$ cat config.mk
export PLATFORM = sky130hd
export DESIGN_NAME = mem_port_arbiter
export DESIGN_NICKNAME = d
export VERILOG_FILES = /design/src/rtl/mem_port_arbiter.sv
export SDC_FILE = /design/constraint.sdc
export NUM_CORES = 1
export LEC_CHECK = 0
export ABC_AREA = 1
export CORE_AREA = 2 2 110 112
export DETAILED_ROUTE_END_ITERATION = 10
export DIE_AREA = 0 0 112 114
export PLACE_DENSITY = 0.71
export SYNTH_ARGS = -nofsm -noshare
export SYNTH_HDL_FRONTEND = slang
export SYNTH_SLANG_ARGS = --single-unit
$ cat constraint.sdc
create_clock -name clk -period 2.2 [get_ports clk]
set_clock_uncertainty 0.05 [all_clocks]
set_input_delay 0.33 -clock clk [delete_from_list [all_inputs] [get_ports clk]]
set_output_delay 0.33 -clock clk [all_outputs]
set_load 0.005 [all_outputs]
$ cat src/rtl/mem_port_arbiter.sv
// Shares one memory port between instruction fetch and load/store, with
// round-robin grants and an in-order owner queue that steers each response back.

module mem_port_arbiter_chk (
    input  logic clk,
    input  logic rst,
    input  logic mem_resp_valid,
    input  logic queue_empty
);

    a_no_stray_resp: assert property (@(posedge clk) disable iff (!rst)
        !(mem_resp_valid && queue_empty));

endmodule

module mem_port_arbiter #(
    parameter int XLEN            = 32,
    parameter int MAX_OUTSTANDING = 2
) (
    input  logic              clk,
    input  logic              rst,
    input  logic              flush,
    input  logic              if_req_valid,
    output logic              if_req_ready,
    input  logic [XLEN-1:0]   if_req_a,
    input  logic              ls_req_valid,
    output logic              ls_req_ready,
    input  logic [XLEN-1:0]   ls_req_a,
    input  logic [XLEN-1:0]   ls_req_d,
    input  logic              ls_req_we,
    input  logic [XLEN/8-1:0] ls_req_be,
    output logic              mem_req_valid,
    input  logic              mem_req_ready,
    output logic [XLEN-1:0]   mem_req_a,
    output logic [XLEN-1:0]   mem_req_d,
    output logic              mem_req_we,
    output logic [XLEN/8-1:0] mem_req_be,
    input  logic              mem_resp_valid,
    output logic              mem_resp_ready,
    input  logic [XLEN-1:0]   mem_resp_data,
    output logic              if_resp_valid,
    input  logic              if_resp_ready,
    output logic [XLEN-1:0]   if_resp_data,
    output logic              ls_resp_valid,
    input  logic              ls_resp_ready,
    output logic [XLEN-1:0]   ls_resp_data
);

    localparam int PW = (MAX_OUTSTANDING > 1) ? $clog2(MAX_OUTSTANDING) : 1;
    localparam int CW = $clog2(MAX_OUTSTANDING + 1);
    localparam int BW = XLEN / 8;
    localparam logic OWN_IF = 1'b0;
    localparam logic OWN_LS = 1'b1;

    logic [CW-1:0]              count_q, count_d;
    logic [PW-1:0]              wr_ptr_q, wr_ptr_d;
    logic [PW-1:0]              rd_ptr_q, rd_ptr_d;
    logic [MAX_OUTSTANDING-1:0] owner_q, owner_d;
    logic [MAX_OUTSTANDING-1:0] kill_q, kill_d;
    logic                       lock_q, lock_d;
    logic                       lock_owner_q, lock_owner_d;
    logic                       last_grant_q, last_grant_d;
    logic                       active_q, active_d;

    logic live_s, issue_ok_s, if_v_s, gnt_s, gnt_valid_s;
    logic push_s, pop_s, head_owner_s, head_kill_s, resp_ready_s;

    function automatic logic [PW-1:0] ptr_inc(input logic [PW-1:0] p);
        if (p == PW'(MAX_OUTSTANDING - 1)) begin
            return {PW{1'b0}};
        end else begin
            return p + PW'(1);
        end
    endfunction

    // Arbitration: a locked grant holds until it fires; a locked fetch retracts on flush.
    always_comb begin
        live_s      = rst && active_q;
        issue_ok_s  = live_s && (count_q < CW'(MAX_OUTSTANDING));
        if_v_s      = if_req_valid && !flush;
        gnt_s       = OWN_LS;
        gnt_valid_s = 1'b0;
        if (lock_q) begin
            gnt_s       = lock_owner_q;
            gnt_valid_s = (lock_owner_q == OWN_LS) ? ls_req_valid : if_v_s;
        end else if (ls_req_valid && if_v_s) begin
            gnt_s       = ~last_grant_q;
            gnt_valid_s = 1'b1;
        end else if (ls_req_valid) begin
            gnt_s       = OWN_LS;
            gnt_valid_s = 1'b1;
        end else if (if_v_s) begin
            gnt_s       = OWN_IF;
            gnt_valid_s = 1'b1;
        end else begin
            gnt_s       = OWN_LS;
            gnt_valid_s = 1'b0;
        end
    end

    // Request mux toward memory and ready back to the granted requester.
    always_comb begin
        mem_req_valid = gnt_valid_s && issue_ok_s;
        if (gnt_s == OWN_LS) begin
            mem_req_a  = ls_req_a;
            mem_req_d  = ls_req_d;
            mem_req_we = ls_req_we;
            mem_req_be = ls_req_be;
        end else begin
            mem_req_a  = if_req_a;
            mem_req_d  = {XLEN{1'b0}};
            mem_req_we = 1'b0;
            mem_req_be = {BW{1'b0}};
        end
        ls_req_ready = gnt_valid_s && (gnt_s == OWN_LS) && mem_req_ready && issue_ok_s;
        if_req_ready = gnt_valid_s && (gnt_s == OWN_IF) && mem_req_ready && issue_ok_s;
        push_s       = mem_req_valid && mem_req_ready;
    end

    // Response steering by queue head; killed fetches are swallowed here.
    always_comb begin
        head_owner_s  = owner_q[rd_ptr_q];
        head_kill_s   = kill_q[rd_ptr_q] || (flush && (head_owner_s == OWN_IF));
        resp_ready_s  = 1'b0;
        if_resp_valid = 1'b0;
        ls_resp_valid = 1'b0;
        if (live_s && (count_q != {CW{1'b0}})) begin
            if (head_kill_s) begin
                resp_ready_s = 1'b1;
            end else if (head_owner_s == OWN_LS) begin
                ls_resp_valid = mem_resp_valid;
                resp_ready_s  = ls_resp_ready;
            end else begin
                if_resp_valid = mem_resp_valid;
                resp_ready_s  = if_resp_ready;
            end
        end else begin
            resp_ready_s = 1'b0;
        end
        pop_s = mem_resp_valid && resp_ready_s;
    end

    assign mem_resp_ready = resp_ready_s;
    assign if_resp_data   = mem_resp_data;
    assign ls_resp_data   = mem_resp_data;

    // Next-state for queue, pointers, lock and round-robin history.
    always_comb begin
        count_d      = count_q;
        wr_ptr_d     = push_s ? ptr_inc(wr_ptr_q) : wr_ptr_q;
        rd_ptr_d     = pop_s ? ptr_inc(rd_ptr_q) : rd_ptr_q;
        owner_d      = owner_q;
        kill_d       = kill_q;
        last_grant_d = push_s ? gnt_s : last_grant_q;
        lock_owner_d = lock_owner_q;
        lock_d       = lock_q;
        active_d     = 1'b1;
        case ({push_s, pop_s})
            2'b10:   count_d = count_q + CW'(1);
            2'b01:   count_d = count_q - CW'(1);
            default: count_d = count_q;
        endcase
        if (push_s) begin
            owner_d[wr_ptr_q] = gnt_s;
            kill_d[wr_ptr_q]  = 1'b0;
        end else begin
            owner_d = owner_q;
        end
        if (flush) begin
            for (int i = 0; i < MAX_OUTSTANDING; i++) begin
                if (owner_d[i] == OWN_IF) begin
                    kill_d[i] = 1'b1;
                end else begin
                    kill_d[i] = kill_d[i];
                end
            end
        end else begin
            kill_d = kill_d;
        end
        if (push_s) begin
            lock_d = 1'b0;
        end else if (lock_q && (lock_owner_q == OWN_IF) && flush) begin
            lock_d = 1'b0;
        end else if (mem_req_valid && !mem_req_ready) begin
            lock_d       = 1'b1;
            lock_owner_d = gnt_s;
        end else begin
            lock_d = lock_q;
        end
    end

    // State registers with synchronous active-low reset.
    always_ff @(posedge clk) begin
        if (!rst) begin
            count_q      <= {CW{1'b0}};
            wr_ptr_q     <= {PW{1'b0}};
            rd_ptr_q     <= {PW{1'b0}};
            owner_q      <= {MAX_OUTSTANDING{1'b0}};
            kill_q       <= {MAX_OUTSTANDING{1'b0}};
            lock_q       <= 1'b0;
            lock_owner_q <= OWN_IF;
            last_grant_q <= OWN_IF;
            active_q     <= 1'b0;
        end else begin
            count_q      <= count_d;
            wr_ptr_q     <= wr_ptr_d;
            rd_ptr_q     <= rd_ptr_d;
            owner_q      <= owner_d;
            kill_q       <= kill_d;
            lock_q       <= lock_d;
            lock_owner_q <= lock_owner_d;
            last_grant_q <= last_grant_d;
            active_q     <= active_d;
        end
    end

    mem_port_arbiter_chk u_chk (
        .clk            (clk),
        .rst            (rst),
        .mem_resp_valid (mem_resp_valid),
        .queue_empty    (count_q == {CW{1'b0}})
    );

endmodule

### After elaboration in Yosys (flattened, before gate mapping)

Index checks and enable logic that the tools add are counted.

| word-level totals | value |
|---|---|
| register bits after elaboration | 12 |
| memories kept | 0 |
| ROM bits | 0 |
| output and inout bits | 139 |
| latch bits | 0 |
| memory bits (writable) | 0 |

| cells by class | value |
|---|---|
| bitwise gates (word level) | 9 |
| reduce and logical (&&, ||, !) cells | 26 |
| equal/unequal tests | 2 |
| divide/modulo/power cells | 0 |
| multiplexer cells | 38 |
| shifts and indexed selects | 0 |
| order comparisons | 4 |
| add/sub/neg operators | 4 |
| multiply operators | 0 |

Operators with widths:

| cell | number |
|---|---|
| 2-to-1 mux 32 bit | 2 |
| 2-to-1 mux 1 bit | 29 |
| logical AND 1 bit | 19 |
| NOT 1 bit | 7 |
| 2-to-1 mux 2 bit | 3 |
| less-than comparator 1 x 2 -> 1 bit (second input constant) | 2 |
| 2-to-1 mux 4 bit | 1 |
| case mux 2 bit (2 select lines) | 1 |
| nonzero test 2 bit | 2 |
| AND reduction 3 bit | 1 |
| OR reduction 3 bit | 1 |
| adder 1 bit (second input constant) | 2 |
| adder 2 x 1 -> 2 bit (second input constant) | 1 |
| AND 2 bit | 1 |
| bitwise mux 2 bit | 1 |
| == test 2 x 1 -> 1 bit (second input constant) | 1 |
| == test 2 bit (second input constant) | 1 |
| logical NOT 1 bit | 2 |
| less-than comparator 2 bit (second input constant) | 1 |
| NOT 2 bit | 1 |
| subtractor 2 x 1 -> 2 bit (second input constant) | 1 |
| demux 1 bit (select 1 bit) | 1 |
| >= comparator 1 bit (second input constant) | 1 |
| logical OR 1 bit | 1 |

### Depth between registers and ports, before layout

| depth | value |
|---|---|
| depth after elaboration | 11 |
| depth in mapped cells | 13 |
| depth with buffers taken out | 13 |

### Worst setup path before layout

OpenSTA, ideal clock, no wires.

| path | value |
|---|---|
| kind | input to register |
| from | in rst |
| to | reg count_q[1] |
| setup time | 0.121 ns |
| path slack | 0.501 ns |
| path buffers | 1 |
| stages on the path | 10 |
| arrival | 1.528 ns |
| path through | buf_4 > nand2_2 > o21bai_1 > nor2_2 > inv_2 > nor2_1 > ha_1 > nor2_1 > and3_1 > nor3_1 |

| on the way | value |
|---|---|
| word-level cells in the longest chain between the ends | 6 |
| elaborated cells on any way between the ends | 11 |
| those cells by class | 2 x eq/ne; 2 x mux; 7 x reduce/logical |

RTL lines:

| item | RTL line | text |
|---|---|---|
| from (decl) | 21 | `input logic rst,` |
| logical AND 1 bit * | 78 | `live_s = rst && active_q;` |
| logical AND 1 bit * | 127 | `if (live_s && (count_q != {CW{1'b0}})) begin` |
| 2-to-1 mux 1 bit * | 127 |  |
| logical AND 1 bit * | 140 | `pop_s = mem_resp_valid && resp_ready_s;` |
| via pop_s | 66 | `logic push_s, pop_s, head_owner_s, head_kill_s, resp_ready_s;` |
| == test 2 x 1 -> 1 bit / == test 2 bit (equally long branches) | 158 | `case ({push_s, pop_s})` |
| case mux 2 bit (2 select lines) / nonzero test 2 bit (equally long branches) | - |  |
| to (signal assigned) | 195 | `count_q <= {CW{1'b0}};` |
| to (signal assigned) | 205 | `count_q <= count_d;` |
| to (decl) | 55 | `logic [CW-1:0] count_q, count_d;` |

The timed path passes the listed nets; every way through them passes the cells marked *.
A chain may end at the register's enable or synchronous reset.

### Worst setup path in the final report

| path | value |
|---|---|
| from | reg lock_q |
| to | out mem_req_d[13] |

| on the way | value |
|---|---|
| word-level cells in the longest chain between the ends | 2 |

RTL lines:

| item | RTL line | text |
|---|---|---|
| from (decl) | 60 | `logic lock_q, lock_d;` |
| from (signal assigned) | 210 | `lock_q <= lock_d;` |
| 2-to-1 mux 1 bit | 83 | `if (lock_q) begin` |
| 2-to-1 mux 32 bit | 104 | `if (gnt_s == OWN_LS) begin` |
| to (decl) | 35 | `output logic [XLEN-1:0] mem_req_d,` |

No other way between the ends.

==> metrics.csv <==
stage,metric,value,unit
cells_and_area,instances_no_fill,644,
logic_synthesis,synthCells,355,
sta,setup_viol_count_final,0,
setup_path,critical_path.max_fanout,17,
cells_and_area,antenna_cells,0,
cells_and_area,syn_to_final_growth,98.6,%
die,num_io_pins,281,
power_and_ir_drop,powerDensity,331,nW/um2
global_routing,grt.total_usage,11.8,%
routing,ant_nets,0,
logic_synthesis,synth-simple-area-share,43.5,%
cells_and_area,nets,642,
logic_synthesis,synth.distinct_cells,24,
power_and_ir_drop,comb_power_share,55.4,%
logic_synthesis,synth_top_flop_cell,dfxtp_1,
placement,gp_congestion,0.751,
die,row_count,40,
routing,vias,2423,
power_and_ir_drop,netSwitchingPower,350,uW
logic_synthesis,synth_compound_area_share,2.49,%
clocking,cts_tree,yes,
sta,rsz0062_at_grt,false,
logic_synthesis,synth_adder_area_share,0.655,%
power_and_ir_drop,switching_share,27.9,%
routing,detailedRoute.firstPassIterationCount,4,
placement,placed_cells,631,
die,die_h,114,um
logic_synthesis,syn_nets,498,
clocking,cts.clk_slew.worst_paths,40,ps
power_and_ir_drop,seqPwrFrac,18.8,%
clocking,cts_buffer_depth,2,
global_routing,antenna_found_initial,0,
die,dieWidth,112,um
logic_synthesis,synth_area_leaders,"buf_4, nand2_1, dfxtp_1",
cells_and_area,drive_gt1_share,12.9,%
cells_and_area,post-route-util,32.4,%
placement,dp_hpwl,6520,um
power_and_ir_drop,p_leak,0.00207,uW
setup_path,crit_path_start_kind,flip-flop,
placement,io_buffers,184,
sta,worst_slack,71.4,ps
sta,fin_crit,2130,ps
run_status,status,"finished, final reports clean",
die,dieArea,12800,um2
setup_path,cp.required,1820,ps
job,cap_violations,0,
sta,slew_headroom,86.6,%
setup_path,endpoint_kind,output pin,
routing,drt_iter0_markers,75,
routing,post_drt_wl_per_cell,12.9,um
global_routing,overflow,0,
power_and_ir_drop,power.internal,904,uW
sta,fmax,470,MHz
routing,drt-total-wl,8290,um
sta,setup-tns-final,0,ps
worst_hold_path,hold_path_class,flip-flop to flip-flop,
setup_path,setup.worst_path.class,flip-flop to output pin,
sta,finalHoldViolCount,0,
clocking,cts_sinks,12,
logic_synthesis,synth_top_family_by_area,simple AND/OR/NAND/NOR gates,
placement,dp_slack,-249,ps
power_and_ir_drop,pwr-share-clk,25.8,%
routing,drc,0,
die,core,11700,um2
sta,slew_viol_final,0,
logic_synthesis,avgSynthCellArea,5.38,um2
global_routing,grt_max_degree,22,
setup_path,cp.arrival,1750,ps
clocking,clock-root-buffer,clkbuf_16,
logic_synthesis,syn_area,1910,um2
clocking,htreeDepth,1,
logic_synthesis,synth_top_area_share,25.6,%
clocking,cts_buffers,3,
logic_synthesis,yosys_warnings,0,
logic_synthesis,yosysMostFrequentCell,nand2_1,
logic_synthesis,async_flop_share,0,%
sta,fin_crit_sh,96.8,%
worst_hold_path,holdPathStages,2,
logic_synthesis,synth_edf_count,0,
clocking,clock_latency,240,ps
logic_synthesis,ys_seq_area_share,12.6,%
logic_synthesis,yosys.area.top_type,buf_4,
logic_synthesis,synth-xor-area-share,0.459,%
logic_synthesis,yosys-top-cells-count,"nand2_1, buf_4, inv_1",
logic_synthesis,synth.area.mux_share,0,%
setup_path,reg2reg_depth,10,
die,start_util,16.3,%
routing,detail_route.vias_per_cell,3.76,
global_routing,grt_pass1_wl,11900,um
sta,tightest_slew,200,ps
logic_synthesis,ys_ff_latch,12,
power_and_ir_drop,vdd_drop_max,629,uV
global_routing,grt_pass1_vias,2249,
-- final timing paths --
check	slack, ps	from	end
worst max-delay path	70	lock_q	mem_req_d[13]
worst min-delay path	420	kill_q[0]	kill_q[0]
worst max register to register	450	active_q	count_q[1]
worst min register to register	420	kill_q[0]	kill_q[0]
-- area by class of cell --
cell class                 instances  area [um2]
fill                            1300        7920
inverter                          56         213
sequential                        12         246
timing repair buffer             214        2150
tap                              147         184
multi-input combinational        212         922
clock buffer                       3        75.1
-- cell families (layout without fill, tap and decap cells) --
group	Yosys count	after routing
compound gates	9	9
buf+inv	131	273
xor+xnor	1	1
fa+ha+maj	1	1
flops	12	12
simple gates	201	201
-- per-layer routing --
| metal | vias up | track usage (%) | part of all wire, % |
|---|---|---|---|
| li1 | 1252 | - | - |
| met1 | 987 | 14.3 | 40 |
| met2 | 182 | 19.5 | 46 |
| met3 | 2 | 6.32 | 14 |
| met4 | 0 | 0.569 | 0.12 |
| met5 | - | 0 | 0 |
-- worst max-delay path, cell delays in order (launching register included) --
cell and delay, ps:
dfxtp_4 360, nand2_2 60, nand3_2 100, nand2_4 80, buf_12 140, buf_12 150, nor2_1 110, clkdlybuf4s50_1 520
-- cell usage in the layout, fill, tap and decap left out, types with 2 or more instances in the layout --
cell type,n
dfxtp_1,9
nor2_2,6
nand3_1,12
clkbuf_16,3
clkbuf_2,5
dlygate4sd2_1,57
nand2_1,124
nand2_2,8
dlymetal6s2s_1,9
buf_12,7
buf_4,20
dfxtp_2,2
bufbuf_16,2
inv_1,52
clkdlybuf4s50_1,112
nor2_1,43
inv_2,3
a21oi_1,7
-- through the flow --
step / power, uW / hold slack, ps / area (um2)
2_1_floorplan: 540 / 308 / 1910
3_3_place_gp: 948 / 413 / 3570
3_5_place_dp: 950 / 415 / 3570
4_1_cts: 1280 / 422 / 3780
5_1_grt: 1340 / 451 / 3790
6_report: 1250 / 423 / 3790
-- repair_timing --
| item | 4_1_cts | 5_1_grt |
|---|---|---|
| hold buffers | 0 | 0 |
| setup buffers | 7 | 0 |
| setup endpoints to repair | 75 | 41 |
| gates resized for setup | 74 | 22 |
| gates cloned | 3 | 0 |
| pin swaps | 4 | 4 |
-- power groups by stage --
stage | sequential (uW) | combinational (uW) | clock (uW)
2_1_floorplan | 238 | 302 | 0
3_3_place_gp | 240 | 708 | 0
3_5_place_dp | 240 | 710 | 0
4_1_cts | 237 | 714 | 326
5_1_grt | 237 | 763 | 339
6_report | 236 | 695 | 323
-- flip-flops by register name, summed over array words and instances (netlist names) --
signal / flops
owner_q: 2
rd_ptr_q: 1
wr_ptr_q: 1
last_grant_q: 1
lock_owner_q: 1
active_q: 1
kill_q: 2
lock_q: 1
count_q: 2
(Power assumes the default switching activity.)
